**src/rtl/slicel_pkg.sv**
```systemverilog
// slicel_pkg: shared FSM state type and config-chain field offsets
package slicel_pkg;
  typedef enum logic [1:0] {UNCONF, LOAD, INIT, ACTIVE} state_e;
  function automatic int LUT_CFG_W(int s);
    return 2 * (2 ** s) + 1;
  endfunction
  function automatic int LUT_OFF(int s, int i);
    return i * LUT_CFG_W(s);
  endfunction
  function automatic int MUX_OFF(int s, int n);
    return n * LUT_CFG_W(s);
  endfunction
  function automatic int CC_OFF(int s, int n);
    return MUX_OFF(s, n) + $clog2(n);
  endfunction
  function automatic int INIT_OFF(int s, int n);
    return CC_OFF(s, n) + 1;
  endfunction
  function automatic int BYP_OFF(int s, int n);
    return INIT_OFF(s, n) + 2 * n;
  endfunction
endpackage

```
**src/rtl/slicel_cfgchain_if.sv**
```systemverilog
// slicel_cfgchain_if: serial config handshake; cfg_err exists only with SLICEL_CFG_PARITY_EN
interface slicel_cfgchain_if;
  logic cfg_start, cfg_valid, cfg_bit, cfg_ready, cfg_out, cfg_done;
`ifdef SLICEL_CFG_PARITY_EN
  logic cfg_err;
  modport master (output cfg_start, cfg_valid, cfg_bit, input cfg_ready, cfg_out, cfg_done, cfg_err);
  modport slave (input cfg_start, cfg_valid, cfg_bit, output cfg_ready, cfg_out, cfg_done, cfg_err);
`else
  modport master (output cfg_start, cfg_valid, cfg_bit, input cfg_ready, cfg_out, cfg_done);
  modport slave (input cfg_start, cfg_valid, cfg_bit, output cfg_ready, cfg_out, cfg_done);
`endif
endinterface

```
**src/rtl/slicel_cfg_loader.sv**
```systemverilog
// slicel_cfg_loader: load FSM, bit counter, config shift register and daisy-chain output; trailing parity check with SLICEL_CFG_PARITY_EN
module slicel_cfg_loader import slicel_pkg::*; #(
  parameter int CFG_BITS = 151
) (
  input  logic                clk,
  input  logic                rst,
  slicel_cfgchain_if.slave    cfg,
  output logic [CFG_BITS-1:0] o_cfg,
  output logic                o_init,
  output logic                o_active
);
  localparam int CW = $clog2(CFG_BITS + 2);
  state_e r_state, w_nxt;
  logic [CW-1:0] r_cnt, w_cnt;
  logic [CFG_BITS-1:0] r_sr;
  logic r_out, w_ready, w_acc, w_last, w_bad, w_shift;
  assign w_ready = r_state == UNCONF || r_state == LOAD;
  assign w_acc = cfg.cfg_valid & w_ready;
`ifdef SLICEL_CFG_PARITY_EN
  logic r_par, r_err;
  assign w_last = w_acc && r_state == LOAD && r_cnt == CW'(CFG_BITS);
  assign w_bad = w_last && cfg.cfg_bit != r_par;
  assign w_shift = w_acc & ~w_last;
  assign cfg.cfg_err = r_err;
  // running even parity over config bits; sticky error until rst or a new start
  always_ff @(posedge clk) begin
    if (rst) begin
      r_par <= 1'b0;
      r_err <= 1'b0;
    end else begin
      if (o_active && cfg.cfg_start) begin
        r_par <= 1'b0;
        r_err <= 1'b0;
      end else if (w_shift) r_par <= (r_state == UNCONF ? 1'b0 : r_par) ^ cfg.cfg_bit;
      if (w_bad) r_err <= 1'b1;
    end
  end
`else
  assign w_last = w_acc && r_state == LOAD && r_cnt == CW'(CFG_BITS - 1);
  assign w_bad = 1'b0;
  assign w_shift = w_acc;
`endif
  assign cfg.cfg_ready = w_ready;
  assign cfg.cfg_done = o_active;
  assign cfg.cfg_out = r_out;
  assign o_cfg = r_sr;
  // next state, bit counter and state flags
  always_comb begin
    w_nxt = r_state;
    w_cnt = w_acc ? r_cnt + 1'b1 : r_cnt;
    o_init = r_state == INIT;
    o_active = r_state == ACTIVE;
    if (r_state == UNCONF && w_acc) begin
      w_nxt = LOAD;
      w_cnt = CW'(1);
    end
    if (w_last) w_nxt = w_bad ? UNCONF : INIT;
    if (o_init) w_nxt = ACTIVE;
    if (o_active && cfg.cfg_start) begin
      w_nxt = LOAD;
      w_cnt = '0;
    end
  end
  // state and counter registers
  always_ff @(posedge clk) begin
    if (rst) begin
      r_state <= UNCONF;
      r_cnt <= '0;
    end else begin
      r_state <= w_nxt;
      r_cnt <= w_cnt;
    end
  end
  // shift right on each accepted config bit, LSB leaves toward the next slice
  always_ff @(posedge clk) begin
    if (rst) begin
      r_sr <= '0;
      r_out <= 1'b0;
    end else if (w_shift) begin
      r_sr <= {cfg.cfg_bit, r_sr[CFG_BITS-1:1]};
      r_out <= r_sr[0];
    end
  end
endmodule

```
**src/rtl/slicel_cfgchain.sv**
```systemverilog
// slicel_cfgchain: fractured-LUT slice with carry chain, F-mux tree and bypassable output registers, serially configured (parity with SLICEL_CFG_PARITY_EN)
module slicel_cfgchain import slicel_pkg::*; #(
  parameter int S_XX_BASE = 4,
  parameter int NUM_LUTS = 4,
  parameter int MUX_LVLS = $clog2(NUM_LUTS),
  parameter int LUT_CFG = 2 * (2 ** S_XX_BASE) + 1,
  parameter int CFG_BITS = NUM_LUTS * LUT_CFG + MUX_LVLS + 1 + 4 * NUM_LUTS
) (
  input  logic                            clk,
  input  logic                            rst,
  slicel_cfgchain_if.slave                cfg,
  input  logic [2*S_XX_BASE*NUM_LUTS-1:0] luts_in,
  input  logic [MUX_LVLS-1:0]             higher_order_addr,
  input  logic                            reg_ce,
  input  logic                            ci,
  output logic                            co,
  output logic [2*NUM_LUTS-1:0]           out,
  output logic [2*NUM_LUTS-1:0]           sync_out
);
  localparam int S = S_XX_BASE;
  localparam int N = NUM_LUTS;
  logic [CFG_BITS-1:0] w_cfg;
  logic w_init, w_active, w_cc;
  logic [MUX_LVLS-1:0] w_mux;
  logic [2*N-1:0] w_byp, w_rinit, w_comb, r_sync;
  logic [N-1:0] w_p, w_g, w_m;
  logic [N:0] w_c;
  slicel_cfg_loader #(.CFG_BITS(CFG_BITS)) u_loader (
    .clk(clk), .rst(rst), .cfg(cfg), .o_cfg(w_cfg), .o_init(w_init), .o_active(w_active)
  );
  assign w_mux = w_cfg[MUX_OFF(S, N) +: MUX_LVLS];
  assign w_cc = w_cfg[CC_OFF(S, N)];
  assign w_rinit = w_cfg[INIT_OFF(S, N) +: 2*N];
  assign w_byp = w_cfg[BYP_OFF(S, N) +: 2*N];
  for (genvar i = 0; i < N; i++) begin : g_lut
    logic [2*S-1:0] w_a;
    logic [2**S-1:0] w_t0, w_t1;
    logic w_mode;
    assign w_a = luts_in[2*S*i +: 2*S];
    assign {w_mode, w_t1, w_t0} = w_cfg[LUT_OFF(S, i) +: LUT_CFG];
    assign w_g[i] = w_t1[w_a[2*S-1:S]];
    assign w_p[i] = (w_mode & w_a[S]) ? w_t1[w_a[S-1:0]] : w_t0[w_a[S-1:0]];
    assign w_comb[2*i] = w_cc ? w_p[i] ^ w_c[i] : w_m[i];
    assign w_comb[2*i+1] = w_g[i];
  end
  // ripple carry, then F-mux tree folded in place; odd-multiple slots are never overwritten within a level
  always_comb begin
    w_c[0] = ci;
    for (int i = 0; i < N; i++) w_c[i+1] = w_p[i] ? w_c[i] : w_g[i];
    w_m = w_p;
    for (int l = 0; l < MUX_LVLS; l++)
      for (int i = 0; i < N; i += 2 ** (l + 1))
        w_m[i] = (w_mux[l] & higher_order_addr[l]) ? w_m[i + 2 ** l] : w_m[i];
  end
  // output registers: preset from config on INIT, capture when enabled in ACTIVE
  always_ff @(posedge clk) begin
    if (rst) r_sync <= '0;
    else if (w_init) r_sync <= w_rinit;
    else if (w_active && reg_ce) r_sync <= w_comb;
  end
  assign co = w_active & w_c[N];
  assign out = w_active ? (w_byp & w_comb) | (~w_byp & r_sync) : '0;
  assign sync_out = r_sync;
endmodule
```
**src/flat_wrapper.sv**
```systemverilog
// flat-port wrapper written by rule: the top's interface ports become plain ports
module slicel_cfgchain_flat import slicel_pkg::*;
#(
  parameter int S_XX_BASE = 4,
  parameter int NUM_LUTS = 4,
  parameter int MUX_LVLS = $clog2(NUM_LUTS),
  parameter int LUT_CFG = 2 * (2 ** S_XX_BASE) + 1,
  parameter int CFG_BITS = NUM_LUTS * LUT_CFG + MUX_LVLS + 1 + 4 * NUM_LUTS
)
  (clk, rst, luts_in, higher_order_addr, reg_ce, ci, co, out, sync_out, cfg_cfg_start, cfg_cfg_valid, cfg_cfg_bit, cfg_cfg_ready, cfg_cfg_out, cfg_cfg_done);
  slicel_cfgchain_if cfg_i ();
  input  logic clk;
  input  logic rst;
  input  logic [2*S_XX_BASE*NUM_LUTS-1:0] luts_in;
  input  logic [MUX_LVLS-1:0] higher_order_addr;
  input  logic reg_ce;
  input  logic ci;
  output logic co;
  output logic [2*NUM_LUTS-1:0] out;
  output logic [2*NUM_LUTS-1:0] sync_out;
  input wire logic [$bits(cfg_i.cfg_start)-1:0] cfg_cfg_start;
  input wire logic [$bits(cfg_i.cfg_valid)-1:0] cfg_cfg_valid;
  input wire logic [$bits(cfg_i.cfg_bit)-1:0] cfg_cfg_bit;
  output wire logic [$bits(cfg_i.cfg_ready)-1:0] cfg_cfg_ready;
  output wire logic [$bits(cfg_i.cfg_out)-1:0] cfg_cfg_out;
  output wire logic [$bits(cfg_i.cfg_done)-1:0] cfg_cfg_done;
  assign cfg_i.cfg_start = cfg_cfg_start;
  assign cfg_i.cfg_valid = cfg_cfg_valid;
  assign cfg_i.cfg_bit = cfg_cfg_bit;
  assign cfg_cfg_ready = cfg_i.cfg_ready;
  assign cfg_cfg_out = cfg_i.cfg_out;
  assign cfg_cfg_done = cfg_i.cfg_done;
  slicel_cfgchain #(.S_XX_BASE(S_XX_BASE), .NUM_LUTS(NUM_LUTS), .MUX_LVLS(MUX_LVLS), .LUT_CFG(LUT_CFG), .CFG_BITS(CFG_BITS)) u_core (.clk(clk), .rst(rst), .cfg(cfg_i), .luts_in(luts_in), .higher_order_addr(higher_order_addr), .reg_ce(reg_ce), .ci(ci), .co(co), .out(out), .sync_out(sync_out));
endmodule
```
**config.mk**
```make
export PLATFORM = sky130hd
export DESIGN_NAME = slicel_cfgchain_flat
export DESIGN_NICKNAME = d
export VERILOG_FILES = /design/src/rtl/slicel_pkg.sv /design/src/rtl/slicel_cfgchain_if.sv /design/src/rtl/slicel_cfg_loader.sv /design/src/rtl/slicel_cfgchain.sv /design/src/flat_wrapper.sv
export SDC_FILE = /design/constraint.sdc
export NUM_CORES = 1
export LEC_CHECK = 0
export ABC_CLOCK_PERIOD_IN_PS = 4700
export BUFFER_PORTS_ARGS = -buffer_cell sky130_fd_sc_hd__buf_2
export CORE_ASPECT_RATIO = 1.5
export CORE_MARGIN = 5
export CORE_UTILIZATION = 60
export CTS_BUF_LIST = sky130_fd_sc_hd__clkbuf_2 sky130_fd_sc_hd__clkbuf_4 sky130_fd_sc_hd__clkbuf_8
export DETAILED_ROUTE_END_ITERATION = 8
export PLACE_DENSITY = 0.8
export SYNTH_ARGS = -nofsm -noshare
export SYNTH_HDL_FRONTEND = slang
export SYNTH_SLANG_ARGS = --single-unit
```
**constraint.sdc**
```tcl
create_clock -name clk -period 4.7 [get_ports clk]
set_input_delay 0 -clock clk [delete_from_list [all_inputs] [get_ports clk]]
set_output_delay 0 -clock clk [all_outputs]
set_load 0.005 [all_outputs]
```
==> out/metrics.cfg, run 1 <==
[die]
ioPinCount=61
start_util=0.610
fp.dieW_microns=104
rows=51
die_area_sq_um=15700
die_y_microns=151
coreArea_sq_um=13000

[logic_synthesis]
synth_compound_area_frac=0.147
netlist_instances=939
synth.distinct_cells=54
synth_top_family_by_area=simple AND/OR/NAND/NOR gates
yosys.area.top_type=dfxtp_1
yosys.area.top_type_share=0.428
ys_ff_latch=170
synth_area_leaders=dfxtp_1 (43%), nand2_1 (15%), mux4_2 (12%)
ys_top_cells_by_count=nand2_1 (323), dfxtp_1 (170), a21oi_1 (157)
yosysWarningCount=0
synth-adder-area-share=0.00315
seq_area_frac_synth=0.428
synth-simple-area-share=0.207
synth.net_count=982
synth_xor_xnor_area_share=0.00882
synth_edf_count=0
ys.flop_type=dfxtp_1
syn_area_per_cell_sq_um=8.46
async_flop_share=0
synth_most_common_cell=nand2_1
synthMuxAreaShare=0.166
synth_area_sq_um=7940

[power]
pwr-share-comb=0.059
pwr-share-clk=0.406
switching_power_mw=0.678
p_per_area_nw_per_um2=311
switching_share=0.251
p_int_mw=2.03
vdd_drop_max_mv=0.170
p_leak_nw=2.95
sequentialPowerShare=0.535

[route]
drt_iter0_drc=358
wl_mm=18.1
viasPerCell=5.97
dr.pass1.iters=5
drcViolationCount=0
wl_per_cell_microns=16.0
vias=6754
final_antenna_net_count=0

[clock_tree]
clk_latency_ns=0.46
ctsResizeCount=0
cts_buffers=17
cts_tree=done
htree_levels=4
cts_sinks=170
cts_buffer_depth=2
cts_setup_buffers=0
root_buffer=clkbuf_8
clk_pin_slew_worst_paths_ns=0.09

[placed_design]
dpl_worst_slack_ns=2.03
place_congestion=0.873
hpwl_mm=12.3
portBuffers=60

[final_layout]
final_nets=1002
syn_to_final_growth_pct=9.47
diodes=0
drive_gt1_frac=0.153

[hold_path]
hp-class=input pin to flop

[sta]
timing.final.ws_setup_ns=1.54
rsz0062_at_grt=no
setup_viol=0
post-route-min-period_ns=3.16
final_max_slew_viol_count=0
fin_tns_setup_ns=0
tightest_slew_ns=0.894
timing.fmax_mhz=316
finalCritPeriodShare=0.673
clock_skew_ns=0.0122
slew_headroom=0.404
finalHoldViolCount=0

[critical_path]
cp.required_ns=4.70
critPathKind=flop to primary output
crit_arrival_ns=3.16
end_kind=primary output
cp-start-kind=flop
cp_max_fo=7

[status]
status=completed

[global_routing]
grt_pass1_vias=6435
grt_max_degree=128
antenna_found_initial=0
grt_pass1_wl_mm=30.5
grt_usage=0.233
grt_overflow=0

[job]
cap_violations=0

stage by stage:
stage	hold WS (ns)	util	power [mW]	instance area, sq um	instances
floorplan	0.0956	-	1.59	7940	939
global placement	0.229	0.633	1.64	8230	1095
detailed placement	0.231	0.633	1.64	8230	1095
CTS	0.00285	0.668	2.72	8690	1131
global route	0.0730	0.668	2.80	8690	1131
finish	0.0254	0.668	2.71	8690	1131
per-layer routing:
metal | up-vias | part of all wire | track usage
met1 | 3248 | 0.41 | 0.290
met5 | - | 0 | 0
li1 | 3295 | - | -
met4 | 0 | 0.018 | 0.0810
met2 | 183 | 0.52 | 0.407
met3 | 28 | 0.045 | 0.0435
flip-flops by register name, summed over array words and instances (netlist names):
register and cells:
u_core.u_loader.o_cfg 151, u_core.u_loader.r_cnt 8, u_core.u_loader.r_state 2, u_core.u_loader.cfg.cfg_out 1
u_core.sync_out 8
what timing repair did:
action / 4_1_cts / 5_1_grt
endpoints found under the setup margin: 0 / 0
hold endpoints to repair: 5 / 0
hold buffers: 4 / 0
cells in the final DEF, fill, tap and decap left out, types with 4 or more instances in the layout:
| master | synthesis | routed |
|---|---|---|
| mux4_2 | 41 | 41 |
| buf_4 | 0 | 5 |
| mux4_1 | 5 | 5 |
| a22oi_1 | 9 | 9 |
| nor2_1 | 23 | 23 |
| mux2i_1 | 24 | 24 |
| inv_1 | 11 | 11 |
| inv_6 | 0 | 6 |
| a211oi_1 | 4 | 4 |
| clkbuf_8 | 0 | 17 |
| buf_2 | 4 | 59 |
| dlygate4sd3_1 | 0 | 4 |
| nor3_1 | 6 | 6 |
| nand3_1 | 16 | 16 |
| a221oi_1 | 5 | 5 |
| nand2_1 | 323 | 322 |
| xor2_1 | 6 | 6 |
| a21oi_1 | 157 | 157 |
| nand4_1 | 7 | 7 |
| nor2b_1 | 5 | 4 |
| o22ai_1 | 4 | 4 |
| o21ai_0 | 6 | 6 |
| dfxtp_1 | 170 | 170 |
kinds of logic after synthesis:
logic type / count (synthesis)
compound gates: 207
xor+xnor: 8
fa+ha+maj: 2
buf+inv: 80
flops: 170
mux: 72
simple gates: 400
cell type report:
| class | instances | area (sq um) |
|---|---|---|
| Fill cell | 1063 | 4320 |
| Multi-Input combinational cell | 689 | 4230 |
| Sequential cell | 170 | 3400 |
| Timing Repair Buffer | 69 | 393 |
| Clock buffer | 17 | 234 |
| Tap cell | 159 | 199 |
| Clock inverter | 15 | 186 |
| Inverter | 12 | 45.0 |
critical path: stages (launching register included):
cell and delay (ns):
dfxtp_1 0.34, mux4_1 0.52, mux4_2 0.47, nand2b_1 0.10, nand3_2 0.17, or4_4 0.56
o211ai_2 0.10, nor3_2 0.07, a211oi_2 0.23, buf_2 0.15
power groups by stage:
stage | clock (mW) | combinational [mW] | sequential, mW
detailed placement | 0 | 0.157 | 1.48
floorplan | 0 | 0.114 | 1.48
CTS | 1.11 | 0.160 | 1.45
finish | 1.10 | 0.160 | 1.45
global route | 1.18 | 0.175 | 1.45
global placement | 0 | 0.156 | 1.48
final timing paths:
| check | startpoint | to | slack (ns) | depth (start not counted) |
|---|---|---|---|---|
| min | reg_ce | u_core.sync_out[6] | 0.03 | 5 |
| min reg2reg | u_core.u_loader.o_cfg[100] | u_core.u_loader.o_cfg[99] | 0.47 | 2 |
| max reg2reg | u_core.u_loader.o_cfg[85] | u_core.sync_out[4] | 2.09 | 8 |
| max | u_core.u_loader.o_cfg[85] | out[4] | 1.54 | 9 |
(Power assumes the default switching activity.)
==> run 2, diff against run 1 <==
--- a/config.mk
+++ b/config.mk
@@ -5,14 +5,14 @@
 export SDC_FILE = /design/constraint.sdc
 export NUM_CORES = 1
 export LEC_CHECK = 0
-export ABC_CLOCK_PERIOD_IN_PS = 4700
+export ABC_CLOCK_PERIOD_IN_PS = 2700
 export BUFFER_PORTS_ARGS = -buffer_cell sky130_fd_sc_hd__buf_2
 export CORE_ASPECT_RATIO = 1.5
 export CORE_MARGIN = 5
-export CORE_UTILIZATION = 60
+export CORE_UTILIZATION = 56
 export CTS_BUF_LIST = sky130_fd_sc_hd__clkbuf_2 sky130_fd_sc_hd__clkbuf_4 sky130_fd_sc_hd__clkbuf_8
 export DETAILED_ROUTE_END_ITERATION = 8
-export PLACE_DENSITY = 0.8
+export PLACE_DENSITY = 0.78
 export SYNTH_ARGS = -nofsm -noshare
 export SYNTH_HDL_FRONTEND = slang
 export SYNTH_SLANG_ARGS = --single-unit
==> constraint.sdc (replaced) <==
create_clock -name clk -period 2.7 [get_ports clk]
set_input_delay 0 -clock clk [delete_from_list [all_inputs] [get_ports clk]]
set_output_delay 0 -clock clk [all_outputs]
set_load 0.005 [all_outputs]
==> run 2 against run 1 <==
Against the previous run: the flow now finishes with violations (setup timing); wire length up 3.7%; setup slack worse by 1.8 ns; cell count up 4.5%; non-clock buffer count up 19; core utilization down 2.9 points; die area up 6.6%; worst hold slack worse by 0.0015 ns; combinational power up 84%; power up 71%; sequential cell count unchanged.
==> out/metrics.cfg, run 2 (same netlist as run 1, synthesis figures left out) <==
[clock_tree]
cts_buffer_depth=2  ; unchanged
htree_levels=4  ; unchanged
cts_tree=done
cts_sinks=170  ; unchanged
clk_pin_slew_worst_paths_ns=0.09  ; about the same
root_buffer=clkbuf_8
cts_buffers=17  ; unchanged
clk_latency_ns=0.45  ; about the same

[route]
viasPerCell=5.72  ; -4.1%
drcViolationCount=0  ; unchanged
drt_iter0_drc=402  ; +12%
vias=6766  ; +0.18%
wl_mm=18.8  ; +3.7%
dr.pass1.iters=5  ; unchanged
wl_per_cell_microns=15.9  ; -0.76%
final_antenna_net_count=0  ; unchanged

[placed_design]
place_congestion=0.867  ; -0.68%
portBuffers=60  ; unchanged
placed_cell_area_sq_um=8390  ; +1.8%
dpl_worst_slack_ns=0.0468  ; -1.99 ns
hpwl_mm=12.9  ; +4.9%

[final_layout]
final_nets=1021  ; +1.9%
postLayoutCellArea_sq_um=8950  ; +2.9%
diodes=0  ; unchanged
syn_to_final_growth_pct=12.6
final_cell_mix=nand2_1 (322), dfxtp_1 (161), a21oi_1 (155), buf_2 (59), mux4_2 (44)
drive_gt1_frac=0.189  ; +0.0356
multi_input_area_sq_um=4290  ; +1.4%
largest_reg_flops=151  ; unchanged
layout_commonest_cell=nand2_1
seqCellArea_sq_um=3410  ; +0.33%
n_fill_cell=1192  ; +12%

[die]
fp.dieW_microns=107  ; +3.2%
die_y_microns=156  ; +3.3%
start_util=0.568  ; -0.0425
die_area_sq_um=16700  ; +6.6%
coreArea_sq_um=14000  ; +7.5%
rows=53  ; +3.9%
ioPinCount=61  ; unchanged

[sta]
finalHoldViolCount=0  ; unchanged
setup_viol=5  ; +5
clock_skew_ns=0.0144  ; +0.00218 ns
fin_tns_setup_ns=-0.583  ; -0.583 ns
finalCritPeriodShare=1.09
final_max_slew_viol_count=0  ; unchanged
timing.final.ws_setup_ns=-0.236  ; -1.77 ns
post-route-min-period_ns=2.94
rsz0062_at_grt=yes
timing.fmax_mhz=341
tightest_slew_ns=0.780  ; -0.115 ns
holdWs_ns=0.0239  ; -0.00153 ns
slew_headroom=0.480  ; +0.0764

[global_routing]
antenna_found_initial=0  ; unchanged
grt_max_degree=80  ; -38%
grt_pass1_vias=6488  ; +0.82%
grt_usage=0.229  ; -0.00437
grt_pass1_wl_mm=31.2  ; +2.0%
grt_overflow=0  ; unchanged

[critical_path]
r2r_start=u_core.u_loader.o_cfg[88]
reg2reg_to=u_core.sync_out[6]
crit_buf_inv=1  ; unchanged
critPathKind=flop to primary output
crit_end=out[4]
worst-r2r-setup-slack_ns=0.22  ; -1.87 ns
cp-start-kind=flop
cp_top_family=multiplexers
slowest_delay_ns=0.52  ; -0.04 ns
crit_path_cell_trace=mux4_2, mux4_2, nand2b_4, nand3_4, or4_4, o211ai_2, nor3_2, a211oi_2, buf_2
worstSetupStartpoint=u_core.u_loader.o_cfg[88]
cp.depth=9  ; unchanged
cp.required_ns=2.70  ; -2.00 ns
reg2regPathDepth=9  ; +1
end_kind=primary output
slowest_stage=mux4_2
crit_arrival_ns=2.94  ; -0.22 ns
crit_top_cell=mux4_2
cp_max_fo=4  ; -3

[power]
p_per_area_nw_per_um2=517  ; +66%
vdd_drop_max_mv=0.338  ; +99%
p_leak_nw=3.01  ; +2.1%

[status]
status=finished with violations
violations=setup timing

[job]
cap_violations=0  ; unchanged

[hold_path]
hp-class=input pin to flop

## run 2: metal layers
| layer | GRT usage | part of all wire |
|---|---|---|
| met5 | 0 | 0 |
| met4 | 0.0707 | 0.016 |
| met3 | 0.0484 | 0.049 |
| met2 | 0.399 | 0.52 |
| met1 | 0.283 | 0.42 |
## run 2: what timing repair did
item	in CTS	in global routing
buffers inserted	4	1
pin swaps	7	5
hold endpoints to repair	6	0
hold buffers	5	0
resized for setup	13	16
endpoints found under the setup margin	5	5
## run 2: worst min path at each step
stage | cells after the start | slack, ns | endpoint | start
floorplan | 1 | 0.1 | u_core.u_loader.r_state[1] | cfg_cfg_start
global placement | 2 | 0.22 | u_core.u_loader.r_state[1] | cfg_cfg_start
detailed placement | 2 | 0.22 | u_core.u_loader.r_state[1] | cfg_cfg_start
CTS | 2 | 0.01 | u_core.u_loader.o_cfg[70] | rst
global route | 2 | 0.04 | u_core.u_loader.o_cfg[70] | rst
finish | 2 | 0.02 | u_core.u_loader.o_cfg[65] | rst
## run 2: area by class of cell
class	count	share of cell area
clock inverter	14	0.0182
clock buffer	17	0.0262
multi-input combinational	689	0.480
timing repair buffer	88	0.0624
inverter	12	0.00503
tap	192	0.0269
sequential	170	0.382
## run 2: per-stage QoR
stage	cells	util	power, mW
2_1_floorplan	939	-	2.78
3_3_place_gp	1141	0.599	2.86
3_5_place_dp	1141	0.599	2.87
4_1_cts	1181	0.636	4.65
5_1_grt	1182	0.639	4.79
6_report	1182	0.639	4.63
## run 2: power breakdown
group / switching (mW) / internal [mW] / leakage [nW]
logic: 0.198 / 0.0962 / 1.45
registers: 0.0113 / 2.51 / 1.37
clock network: 0.972 / 0.838 / 0.188
total: 1.18 / 3.44 / 3.01
